`config.mk`:
```
export PLATFORM = sky130hd
export DESIGN_NAME = i2c_write_sequencer
export DESIGN_NICKNAME = d
export VERILOG_FILES = /design/src/rtl/i2c_pkg.sv /design/src/rtl/i2c_write_sequencer.sv
export SDC_FILE = /design/constraint.sdc
export NUM_CORES = 1
export LEC_CHECK = 0
export CELL_PAD_IN_SITES_DETAIL_PLACEMENT = 1
export CELL_PAD_IN_SITES_GLOBAL_PLACEMENT = 1
export CORE_MARGIN = 2
export CORE_UTILIZATION = 43
export DETAILED_ROUTE_END_ITERATION = 12
export DONT_BUFFER_PORTS = 1
export GPL_TIMING_DRIVEN = 0
export MAX_ROUTING_LAYER = met4
export PLACE_DENSITY = 0.86
export SLEW_MARGIN = 20
export SYNTH_ARGS = -nofsm -noshare
export SYNTH_HDL_FRONTEND = slang
export SYNTH_SLANG_ARGS = --single-unit
```
`constraint.sdc`:
```
create_clock -name i_clk -period 1.58 [get_ports i_clk]
set_clock_uncertainty 0.1 [all_clocks]
set_input_delay 0.158 -clock i_clk [delete_from_list [all_inputs] [get_ports i_clk]]
set_output_delay 0.158 -clock i_clk [all_outputs]
set_load 0.02 [all_outputs]
```
`src/rtl/i2c_pkg.sv`:
```
// Shared definitions for the I2C write path: sequencer state encoding,
// R/W bit values and the number of tick phases per SCL period.
package i2c_pkg;

  typedef enum logic [3:0] {
    ST_IDLE      = 4'd0,
    ST_START_A   = 4'd1,
    ST_START_B   = 4'd2,
    ST_START_C   = 4'd3,
    ST_ADDR      = 4'd4,
    ST_DATA_WAIT = 4'd5,
    ST_DATA      = 4'd6,
    ST_STOP_A    = 4'd7,
    ST_STOP_B    = 4'd8,
    ST_STOP_C    = 4'd9,
    ST_DONE      = 4'd10
  } seq_state_e;

  localparam logic I2C_RW_WRITE = 1'b0;
  localparam logic I2C_RW_READ  = 1'b1;

  // i_tick strobes per SCL period
  localparam int TICK_PHASES = 4;

endpackage

```
`src/rtl/i2c_write_sequencer.sv`:
```
// I2C write-transaction sequencer: takes an address/length command, frames
// it with START/STOP, hands address+W and payload bytes to the byte
// transmitter, and muxes pad drive between itself and that transmitter.
module i2c_write_sequencer #(
  parameter int LEN_W = 8
) (
  input  logic             i_clk,
  input  logic             i_rst_n,
  input  logic             i_tick,
  input  logic             i_cmd_valid,
  output logic             o_cmd_ready,
  input  logic [6:0]       i_cmd_addr,
  input  logic [LEN_W-1:0] i_cmd_len,
  input  logic             i_data_valid,
  input  logic [7:0]       i_data,
  output logic             o_data_ready,
  output logic             o_busy,
  output logic             o_done,
  output logic             o_nack,
  output logic [LEN_W-1:0] o_nack_idx,
  output logic             o_tx_start,
  output logic [7:0]       o_tx_data,
  input  logic             i_tx_done,
  input  logic             i_tx_error,
  input  logic             i_byte_sda,
  input  logic             i_byte_scl,
  input  logic             i_byte_sda_disable,
  input  logic             i_byte_scl_disable,
  input  logic             i_scl,
  output logic             o_sda,
  output logic             o_scl,
  output logic             o_sda_disable,
  output logic             o_scl_disable
);

  import i2c_pkg::*;

  seq_state_e       state_q, state_d;
  logic [6:0]       addr_q;
  logic [LEN_W-1:0] len_q;
  logic [LEN_W-1:0] cnt_q;
  logic [LEN_W-1:0] nack_idx_q;
  logic             nack_q;
  logic [7:0]       tx_data_q;
  logic             tx_start_q;

  logic accept;
  logic load_addr;
  logic pop;
  logic set_nack;
  logic sda_rel;
  logic scl_rel;
  logic use_byte;

  // State register; reset drops straight to IDLE without a STOP
  always_ff @(posedge i_clk or negedge i_rst_n) begin
    if (!i_rst_n) state_q <= ST_IDLE;
    else          state_q <= state_d;
  end

  // Next-state and handshake strobes; error takes priority over done
  always_comb begin
    state_d   = state_q;
    accept    = 1'b0;
    load_addr = 1'b0;
    pop       = 1'b0;
    set_nack  = 1'b0;
    case (state_q)
      ST_IDLE: begin
        if (i_cmd_valid) begin
          accept  = 1'b1;
          state_d = ST_START_A;
        end
      end
      ST_START_A:   if (i_tick && i_scl) state_d = ST_START_B;
      ST_START_B:   if (i_tick) state_d = ST_START_C;
      ST_START_C: begin
        if (i_tick) begin
          load_addr = 1'b1;
          state_d   = ST_ADDR;
        end
      end
      ST_ADDR: begin
        if (i_tx_error) begin
          set_nack = 1'b1;
          state_d  = ST_STOP_A;
        end else if (i_tx_done) begin
          state_d = (len_q == '0) ? ST_STOP_A : ST_DATA_WAIT;
        end
      end
      ST_DATA_WAIT: begin
        if (i_data_valid) begin
          pop     = 1'b1;
          state_d = ST_DATA;
        end
      end
      ST_DATA: begin
        if (i_tx_error) begin
          set_nack = 1'b1;
          state_d  = ST_STOP_A;
        end else if (i_tx_done) begin
          state_d = (cnt_q == len_q) ? ST_STOP_A : ST_DATA_WAIT;
        end
      end
      ST_STOP_A:    if (i_tick) state_d = ST_STOP_B;
      ST_STOP_B:    if (i_tick && i_scl) state_d = ST_STOP_C;
      ST_STOP_C:    if (i_tick) state_d = ST_DONE;
      ST_DONE:      state_d = ST_IDLE;
      default:      state_d = ST_IDLE;
    endcase
  end

  // Line levels the sequencer wants per state; ADDR/DATA defer to the byte transmitter
  always_comb begin
    sda_rel  = 1'b1;
    scl_rel  = 1'b1;
    use_byte = 1'b0;
    case (state_q)
      ST_START_B:   begin sda_rel = 1'b0; scl_rel = 1'b1; end
      ST_START_C:   begin sda_rel = 1'b0; scl_rel = 1'b0; end
      ST_ADDR:      use_byte = 1'b1;
      ST_DATA:      use_byte = 1'b1;
      ST_DATA_WAIT: begin sda_rel = 1'b0; scl_rel = 1'b0; end
      ST_STOP_A:    begin sda_rel = 1'b0; scl_rel = 1'b0; end
      ST_STOP_B:    begin sda_rel = 1'b0; scl_rel = 1'b1; end
      default:      begin sda_rel = 1'b1; scl_rel = 1'b1; end
    endcase
  end

  // Command latch, byte counter, NACK record and transmitter byte/strobe
  always_ff @(posedge i_clk or negedge i_rst_n) begin
    if (!i_rst_n) begin
      addr_q     <= '0;
      len_q      <= '0;
      cnt_q      <= '0;
      nack_q     <= 1'b0;
      nack_idx_q <= '0;
      tx_data_q  <= '0;
      tx_start_q <= 1'b0;
    end else begin
      tx_start_q <= load_addr | pop;
      if (accept) begin
        addr_q     <= i_cmd_addr;
        len_q      <= i_cmd_len;
        cnt_q      <= '0;
        nack_q     <= 1'b0;
        nack_idx_q <= '0;
      end
      if (load_addr) tx_data_q <= {addr_q, I2C_RW_WRITE};
      if (pop) begin
        tx_data_q <= i_data;
        cnt_q     <= cnt_q + LEN_W'(1);
      end
      if (set_nack) begin
        nack_q     <= 1'b1;
        nack_idx_q <= (state_q == ST_ADDR) ? '0 : cnt_q;
      end
    end
  end

  assign o_cmd_ready   = (state_q == ST_IDLE);
  assign o_busy        = (state_q != ST_IDLE);
  assign o_done        = (state_q == ST_DONE);
  assign o_data_ready  = pop;
  assign o_nack        = nack_q;
  assign o_nack_idx    = nack_idx_q;
  assign o_tx_start    = tx_start_q;
  assign o_tx_data     = tx_data_q;

  assign o_sda         = use_byte ? i_byte_sda         : sda_rel;
  assign o_scl         = use_byte ? i_byte_scl         : scl_rel;
  assign o_sda_disable = use_byte ? i_byte_sda_disable : sda_rel;
  assign o_scl_disable = use_byte ? i_byte_scl_disable : scl_rel;

endmodule

```
* Word-level counts from Yosys, hierarchy flattened *
Index checks and enable logic that the tools add are counted.

storage, ports and cells
  input port bits = 35
  register bits = 45
  logic and storage cells = 80
  output and inout port bits = 26

operators by class
  reductions and logical operators = 11
  add/sub/neg operators = 1
  bitwise gates (word level) = 1
  equality and inequality tests = 21
  mux-type cells = 38

operators by type and width
  cell                                                 count
  2-to-1 mux 4 bit                                     12
  2-to-1 mux 8 bit                                     6
  case mux 4 bit (10 select lines)                     1
  2-to-1 mux 1 bit                                     17
  equality test 4 x 3 -> 1 bit, second input constant  4
  != test 2 bit, second input constant                 8
  equality test 4 bit, second input constant           3
  AND reduction 10 bit                                 1
  adder 8 x 1 -> 8 bit, second input constant          1
  equality test 4 x 2 -> 1 bit, second input constant  2
  equality test 8 bit                                  1
  zero test 8 bit                                      1
  != test 3 bit, second input constant                 2
  nonzero test 2 bit                                   3
  OR reduction 5 bit                                   1
  equality test 4 x 1 -> 1 bit, second input constant  1
  zero test 4 bit                                      1
  2-to-1 mux 2 bit                                     2
  nonzero test 4 bit                                   1
  OR reduction 3 bit                                   1
  OR reduction 2 bit                                   1
  logical AND 1 bit                                    1
  OR 1 bit                                             1

* Logic depth before layout (Yosys ltp) *
Gate-level depths: netlist of the first run.

  depth after elaboration = 5
  gate-level depth with buffers = 7
  gate-level depth less buffers = 6

* Worst setup path after synthesis of the first run *
No wires, ideal clock.

  path kind = register to register
  start point = register state_q[2]
  end point = register addr_q[1]
  data required time = 1355 ps
  library setup time = 125 ps
  buffers on the path = 2
  clock period less this slack = 1870 ps
  arrival time = 1645 ps
  stages on the path, launching flop included = 6
  path slack = -290 ps
  path through = dfrtp_1 > buf_6 > nor4_4 > nand2_4 > buf_6 > mux2_4

on the way
  cells in the longest elaborated chain, start to end = 2

ends and longest elaborated chain
  element                 line                        RTL
  start, declared         i2c_write_sequencer.sv:38   seq_state_e state_q, state_d;
  start signal, assigned  i2c_write_sequencer.sv:58   else state_q <= state_d;
  zero test 4 bit         --
  net o_cmd_ready         i2c_write_sequencer.sv:11   output logic o_cmd_ready,
  2-to-1 mux 1 bit        i2c_write_sequencer.sv:68   case (state_q)
  end signal, assigned    i2c_write_sequencer.sv:143  addr_q <= i_cmd_addr;
  end, declared           i2c_write_sequencer.sv:39   logic [6:0] addr_q;

The timed path passes the listed nets, and every way through them passes these cells.
A chain may end at the register's enable or synchronous reset.

* Worst setup path after layout of the first run *
  start point = register state_q[2]
  end point = register len_q[6]

on the way
  cells in the longest elaborated chain, start to end = 2

ends and longest elaborated chain
  element               line                        RTL
  zero test 4 bit       --
  net o_cmd_ready       i2c_write_sequencer.sv:11
  2-to-1 mux 1 bit      i2c_write_sequencer.sv:68
  end signal, assigned  i2c_write_sequencer.sv:144  len_q <= i_cmd_len;
  end, declared         i2c_write_sequencer.sv:40   logic [LEN_W-1:0] len_q;

The timed path passes the listed nets, and every way through them passes these cells.

==> results of run 1 <==
## synth_stat cells, types with 2 or more instances
| cell type | n | share of area |
|---|---|---|
| a31oi_1 | 9 | 0.025 |
| o21ai_0 | 15 | 0.033 |
| a21oi_1 | 4 | 0.0089 |
| inv_1 | 10 | 0.017 |
| dfrtp_1 | 45 | 0.50 |
| a32oi_1 | 2 | 0.0078 |
| clkbuf_1 | 3 | 0.0050 |
| buf_6 | 2 | 0.010 |
| o31ai_1 | 2 | 0.0067 |
| and3_1 | 3 | 0.0083 |
| nand4_1 | 3 | 0.0083 |
| nand2b_1 | 2 | 0.0056 |
| nand3b_1 | 2 | 0.0067 |
| nor4_1 | 4 | 0.011 |
| nand2_1 | 27 | 0.045 |
| nand3_1 | 5 | 0.011 |
| mux2_4 | 6 | 0.040 |
| xor2_1 | 5 | 0.019 |
| xnor2_1 | 6 | 0.023 |
| mux2_2 | 9 | 0.045 |
| a22o_1 | 10 | 0.039 |
| nor2_1 | 15 | 0.025 |
| buf_2 | 4 | 0.0089 |
| and2_1 | 2 | 0.0056 |
## metrics by stage
step	utilization	cell area, um^2	cells	total power, W
detailed placement	0.462	2340	285	0.00409
finish	0.671	3400	355	0.00695
CTS	0.609	3090	335	0.00586
global route	0.671	3400	355	0.00721
floorplan	-	2260	215	0.00363
global placement	0.462	2340	285	0.00396
## sequential cells by signal, summed over array words and instances, names as in the netlist
name,count
addr_q,7
cnt_q,8
len_q,8
o_nack,1
o_nack_idx,8
o_tx_data,8
o_tx_start,1
state_q,4
## timing repair
action	4_1_cts	5_1_grt
gates resized for setup	66	41
hold endpoints to repair	68	0
setup buffers	16	18
pin swaps	13	13
hold buffers	25	0
endpoints found under the setup margin	53	52
gates cloned	1	2
## worst min-delay path by stage
| stage | startpoint | to | slack (ps) |
|---|---|---|---|
| global route | i_cmd_valid | cnt_q[0] | 20 |
| finish | i_cmd_valid | cnt_q[0] | 10 |
| detailed placement | i_rst_n | o_tx_data[0] | -240 |
| floorplan | i_rst_n | addr_q[0] | -240 |
| global placement | i_rst_n | o_tx_start | -240 |
| CTS | i_tx_error | o_nack | 50 |
## critical path, stage by stage, from the launching register on
cell and delay [ps]:
dfrtp_1 390, buf_6 140, nor4_4 690, nand2_4 200
buf_4 210, mux2_4 290
## cells by family (layout without fill, tap and decap cells)
family	after synthesis	in the layout
simple gates	72	72
flops	45	45
mux	16	16
buf+inv	21	91
compound gates	49	49
xor+xnor	11	11
fa+ha+maj	1	1
## cell type report
| class | instances | area share |
|---|---|---|
| multi-input combinational | 149 | 0.365 |
| sequential | 45 | 0.332 |
| timing repair buffer | 62 | 0.189 |
| buffer | 11 | 0.0401 |
| tap | 70 | 0.0257 |
| clock buffer | 6 | 0.0243 |
| inverter | 10 | 0.0136 |
| clock inverter | 2 | 0.0110 |
## power by group
| part | leakage, nW | internal [W] | total (W) | switching [W] |
|---|---|---|---|---|
| logic | 0.894 | 0.00182 | 0.00380 | 0.00197 |
| clock network | 0.0574 | 0.000515 | 0.000942 | 0.000427 |
| registers | 0.561 | 0.00157 | 0.00222 | 0.000646 |
| total | 1.51 | 0.00391 | 0.00695 | 0.00304 |
## metal layers
metal / GRT usage / part of all wire / vias up
met5: - / 0 / -
met4: 0.124 / 0.033 / 0
met3: 0.0616 / 0.063 / 30
met2: 0.446 / 0.48 / 102
met1: 0.340 / 0.42 / 1104
li1: - / - / 901
==> run summary, run 1 <==
status: complete, but fails checks
failing checks: negative setup slack
Relative slew margins: 0.503
final worst path period share: 1.35
RSZ-0062 raised after global routing: true
vias post-DR: 2137
Synth Area in Compound Gates: 0.150
largest family of logic cells by synthesized area: simple AND/OR/NAND/NOR gates
Hold Path Cell Cnt: 3
aggregate global-route resource usage: 0.279
drt initial violations: 135
area of the multi-input gates: 1240 um^2
Finish-stage setup viols: 53
IO buf count: 0
hpwl dp: 3.97 mm
Yosys warning count: 0
Remaining Overflow, GRT: 0
crit start category: register
Async S/R FF share, synth: 1.00
DR vias/cell: 6.02
number of flops mapped to enable cells by yosys: 0
Worst-path clk slew: 90 ps
Avg Inst Size Synth: 10.5 um^2
CP Capture Point: len_q[6]
Rows: 26
Post-Synth Simple-Gate Area: 0.165
XOR/XNOR Fraction of Synth Area: 0.0428
CTS tree: yes
Die ar.: 5820 um^2
fraction of synthesized area in multiplexers: 0.0896
GPL Wtd Cong: 0.770
Die X: 76.3 um
PD cells: 2040 nW/um^2
post-synthesis sequential area ratio: 0.501
leakage power: 1.51 nW
first-pass GRT wire length: 12.1 mm
Max-cap violations: 0
register bit total from synthesis: 45
arrival time at the worst endpoint: 2230 ps
reg2reg setup slack: -550 ps
vias in the first global route: 2200
layout cells sized above 1: 0.411
Fmax achieved: 469 MHz
Bufs on Longest Clock Path: 2
Starting Density: 0.443
worst slew pin tran: 740 ps
residual DRC count: 0
per-cell routed wire length: 26.1 um
Min-Delay Path Class: input port to register
Register Area: 1130 um^2
Fin Setup TNS: -20180 ps
clk_lat worst skew: 310 ps
Syn Std Cell Area: 2250 um^2
post-route ant nets: 0
Mapped Cells: 215
Post-Synth Adder-Cell Area: 0.00556
endpoints failing hold: 0
CTS Buf Count: 5
Final #Nets: 320
final slew viol count: 0
clock sink count: 45
final WL: 9.25 mm
Final min period: 2130 ps
count of cell types in the netlist: 44
Layout area overhead: 51.4%
most common cell after layout, fill and taps aside: dfrtp_1
VDD IR max: 1.14 mV
Ports: 61
diode count: 0
PnR worst setup slack: -552 ps
Max FO, Critical Path: 7
critical path class: register to register
Crit path required time: 1680 ps
Pre-Repair DR Iteration Count: 4
Die Y: 76.3 um
commonest cells after routing, fill and taps aside: 42 x dfrtp_1, 24 x dlygate4sd3_1, 24 x buf_4, 22 x nand2_1, 12 x buf_6
RR Startpoint: state_q[2]
Hold WS: 13.5 ps
Syn Nets: 251
Reg2Reg Depth: 5
initial antenna violation count: 0
CP Capture Type: register
pre-CTS setup slack: -445 ps
Most used DFF post-synth: dfrtp_1
clk root buf: clkbuf_8
H-tree depth: 2
worst reg2reg endpoint: len_q[6]
Filler cells: 513
total core area: 5070 um^2
CP startpoint: state_q[2]
pin count of the biggest net entering global routing: 46
No activity file was read; power rests on OpenSTA's default activity.
==> inputs of run 2 (changes only) <==
--- a/config.mk
+++ b/config.mk
@@ -5,6 +5,7 @@
 export SDC_FILE = /design/constraint.sdc
 export NUM_CORES = 1
 export LEC_CHECK = 0
+export ABC_AREA = 0
 export CELL_PAD_IN_SITES_DETAIL_PLACEMENT = 1
 export CELL_PAD_IN_SITES_GLOBAL_PLACEMENT = 1
 export CORE_MARGIN = 2
==> results of run 2 <==
Final layout, timing and power as in run 1 (identical DEF).
==> inputs of run 3 (changes only) <==
--- a/config.mk
+++ b/config.mk
@@ -12,7 +12,6 @@
 export CORE_UTILIZATION = 43
 export DETAILED_ROUTE_END_ITERATION = 12
 export DONT_BUFFER_PORTS = 1
-export GPL_TIMING_DRIVEN = 0
 export MAX_ROUTING_LAYER = met4
 export PLACE_DENSITY = 0.86
 export SLEW_MARGIN = 20
==> run summary, run 3 (synthesized netlist as in run 1, its figures left out) <==
Seq pwr share: 0.319 (about the same)
total core area: 5070 um^2 (unchanged)
Max FO, Critical Path: 6 (was 7)
Ports: 61 (unchanged)
Die ar.: 5820 um^2 (unchanged)
endpoints failing hold: 0 (unchanged)
Hold Path End: o_nack (was cnt_q[0])
cell internal pwr: 0.00383 W (was 0.00391 W)
Slowest cell on crit path: dfrtp_2 (was nor4_4)
post-route ant nets: 0 (unchanged)
CTS tree: yes (unchanged)
Register Area: 1130 um^2 (about the same)
VDD IR max: 1.44 mV (was 1.14 mV)
most common cell after layout, fill and taps aside: dfrtp_1 (unchanged)
per-cell routed wire length: 28.9 um (was 26.1 um)
worst reg2reg endpoint: state_q[2] (was len_q[6])
drt initial violations: 236 (was 135)
Reg2Reg Depth: 7 (was 5)
GPL Wtd Cong: 0.831 (was 0.770)
Fmax achieved: 508 MHz (was 469 MHz)
CP Capture Type: register (unchanged)
Worst path max stage delay: 460 ps (was 690 ps)
Worst-path clk slew: 90 ps (about the same)
commonest cells after routing, fill and taps aside: 41 x dfrtp_1, 32 x buf_4, 25 x dlygate4sd3_1, 22 x nand2_1, 18 x buf_6 (was 42 x dfrtp_1, 24 x dlygate4sd3_1, 24 x buf_4, 22 x nand2_1, 12 x buf_6)
RR Startpoint: state_q[3] (was state_q[2])
Remaining Overflow, GRT: 0 (unchanged)
H-tree depth: 2 (unchanged)
Min-Delay Path Class: input port to register (unchanged)
Starting Density: 0.443 (unchanged)
Finish-stage setup viols: 53 (unchanged)
aggregate global-route resource usage: 0.321 (was 0.279)
placed insts: 307 (was 285)
PD cells: 2050 nW/um^2 (was 2040 nW/um^2)
CP startpoint: state_q[3] (was state_q[2])
post-route cell area: 3450 um^2 (was 3400 um^2)
failing checks: negative setup slack (unchanged)
Rows: 26 (unchanged)
Die X: 76.3 um (unchanged)
final slew viol count: 0 (unchanged)
area of the multi-input gates: 1270 um^2 (was 1240 um^2)
switch share: 0.459 (was 0.438)
vias post-DR: 2276 (was 2137)
clock sink count: 45 (unchanged)
PnR worst setup slack: -388 ps (was -552 ps)
combinational power share: 0.576 (was 0.546)
CTS Buf Count: 5 (unchanged)
arrival time at the worst endpoint: 2110 ps (was 2230 ps)
Max-cap violations: 0 (unchanged)
initial antenna violation count: 0 (unchanged)
Final min period: 1970 ps (was 2130 ps)
reg2reg setup slack: -390 ps (was -550 ps)
Die Y: 76.3 um (unchanged)
Bufs on Longest Clock Path: 2 (unchanged)
Non-Filler Instances: 364 (was 355)
clk_lat worst skew: 320 ps (was 310 ps)
cell mode on critical path: buf_6
final worst path period share: 1.25 (was 1.35)
pin count of the biggest net entering global routing: 46 (unchanged)
diode count: 0 (unchanged)
Cell Chain, Critical Path: buf_6 > buf_6 > xor2_1 > a32oi_2 > o211ai_4 > nor4_2 > a221o_1 (was buf_6 > nor4_4 > nand2_4 > buf_4 > mux2_4)
worst slew pin tran: 381 ps (was 740 ps)
IO buf count: 0 (unchanged)
leakage power: 1.53 nW (was 1.51 nW)
clk root buf: clkbuf_8 (unchanged)
DR vias/cell: 6.25 (was 6.02)
post-place instance area: 2540 um^2 (was 2340 um^2)
Pre-Repair DR Iteration Count: 4 (unchanged)
layout cells sized above 1: 0.432 (was 0.411)
vias in the first global route: 2420 (was 2200)
status: complete, but fails checks (unchanged)
Layout area overhead: 53.5% (was 51.4%)
RSZ-0062 raised after global routing: true (unchanged)
residual DRC count: 0 (unchanged)
critical path class: register to register (unchanged)
hold_sp: i_cmd_valid (unchanged)
Final #Nets: 329 (was 320)
Hold Path Cell Cnt: 2 (was 3)
Relative slew margins: 0.743 (was 0.503)
hpwl dp: 4.23 mm (was 3.97 mm)
crit start category: register (unchanged)
Clk pwr share: 0.106 (was 0.135)
Filler cells: 525 (was 513)
final WL: 10.5 mm (was 9.25 mm)
Crit path required time: 1720 ps (was 1680 ps)
first-pass GRT wire length: 13.7 mm (was 12.1 mm)
NetSw: 0.00326 W (was 0.00304 W)
==> run 3: how the worst max path moves through the flow <==
stage	to	cells past startpoint
2_1_floorplan	addr_q[1]	4
3_3_place_gp	cnt_q[2]	6
3_5_place_dp	o_nack_idx[7]	5
4_1_cts	o_busy	5
5_1_grt	state_q[2]	7
6_report	state_q[2]	7
==> run 3: stage by stage <==
step / setup TNS, ps / total power, W / utilization / worst slack, ps / hold slack, ps
3_3_place_gp: -2440 / 0.00437 / 0.500 / -115 / -237
4_1_cts: -5010 / 0.00602 / 0.638 / -226 / 60.3
3_5_place_dp: -5100 / 0.00452 / 0.500 / -251 / -237
5_1_grt: -14190 / 0.00734 / 0.680 / -396 / 41.5
6_report: -13160 / 0.00709 / 0.680 / -388 / 39.5
2_1_floorplan: -3570 / 0.00363 / - / -231 / -238
==> run 3: routing by layer <==
metal / GRT usage / vias up / part of all wire
met5: - / - / 0
met4: 0.129 / 0 / 0.040
met3: 0.0735 / 39 / 0.072
met2: 0.558 / 145 / 0.52
met1: 0.358 / 1174 / 0.37
li1: - / 918 / -
==> run 3: what timing repair did <==
action | in CTS | in global routing
pin swaps | 24 | 9
buffers inserted | 17 | 3
setup endpoints to repair | 52 | 53
hold buffers | 26 | 0
endpoints found under the hold margin | 70 | 0
cloned | 1 | 2
gates resized for setup | 60 | 35
==> run 3: power by group through the flow <==
stage	clock network (W)	logic [W]	registers, W
after floorplan	0	0.00160	0.00203
after global placement	0	0.00224	0.00213
final	0.000749	0.00408	0.00226
after detailed placement	0	0.00234	0.00217
after CTS	0.000727	0.00314	0.00215
after global routing	0.000807	0.00425	0.00229
==> run 3: critical path: cells and delay by family (launching register included) <==
| family | cells | cell delay, ps |
|---|---|---|
| AOI/OAI and AO/OA | 3 | 630 |
| DFF | 1 | 460 |
| buffers and inverters | 2 | 250 |
| and+or+nand+nor | 1 | 310 |
| xor gates and xnor gates | 1 | 150 |
==> run 3: cell type report <==
cell class	count	area share
Multi-Input combinational cell	150	0.368
Sequential cell	45	0.328
Timing Repair Buffer	81	0.240
Tap cell	70	0.0254
Clock buffer	6	0.0210
Inverter	10	0.0138
Clock inverter	2	0.00435
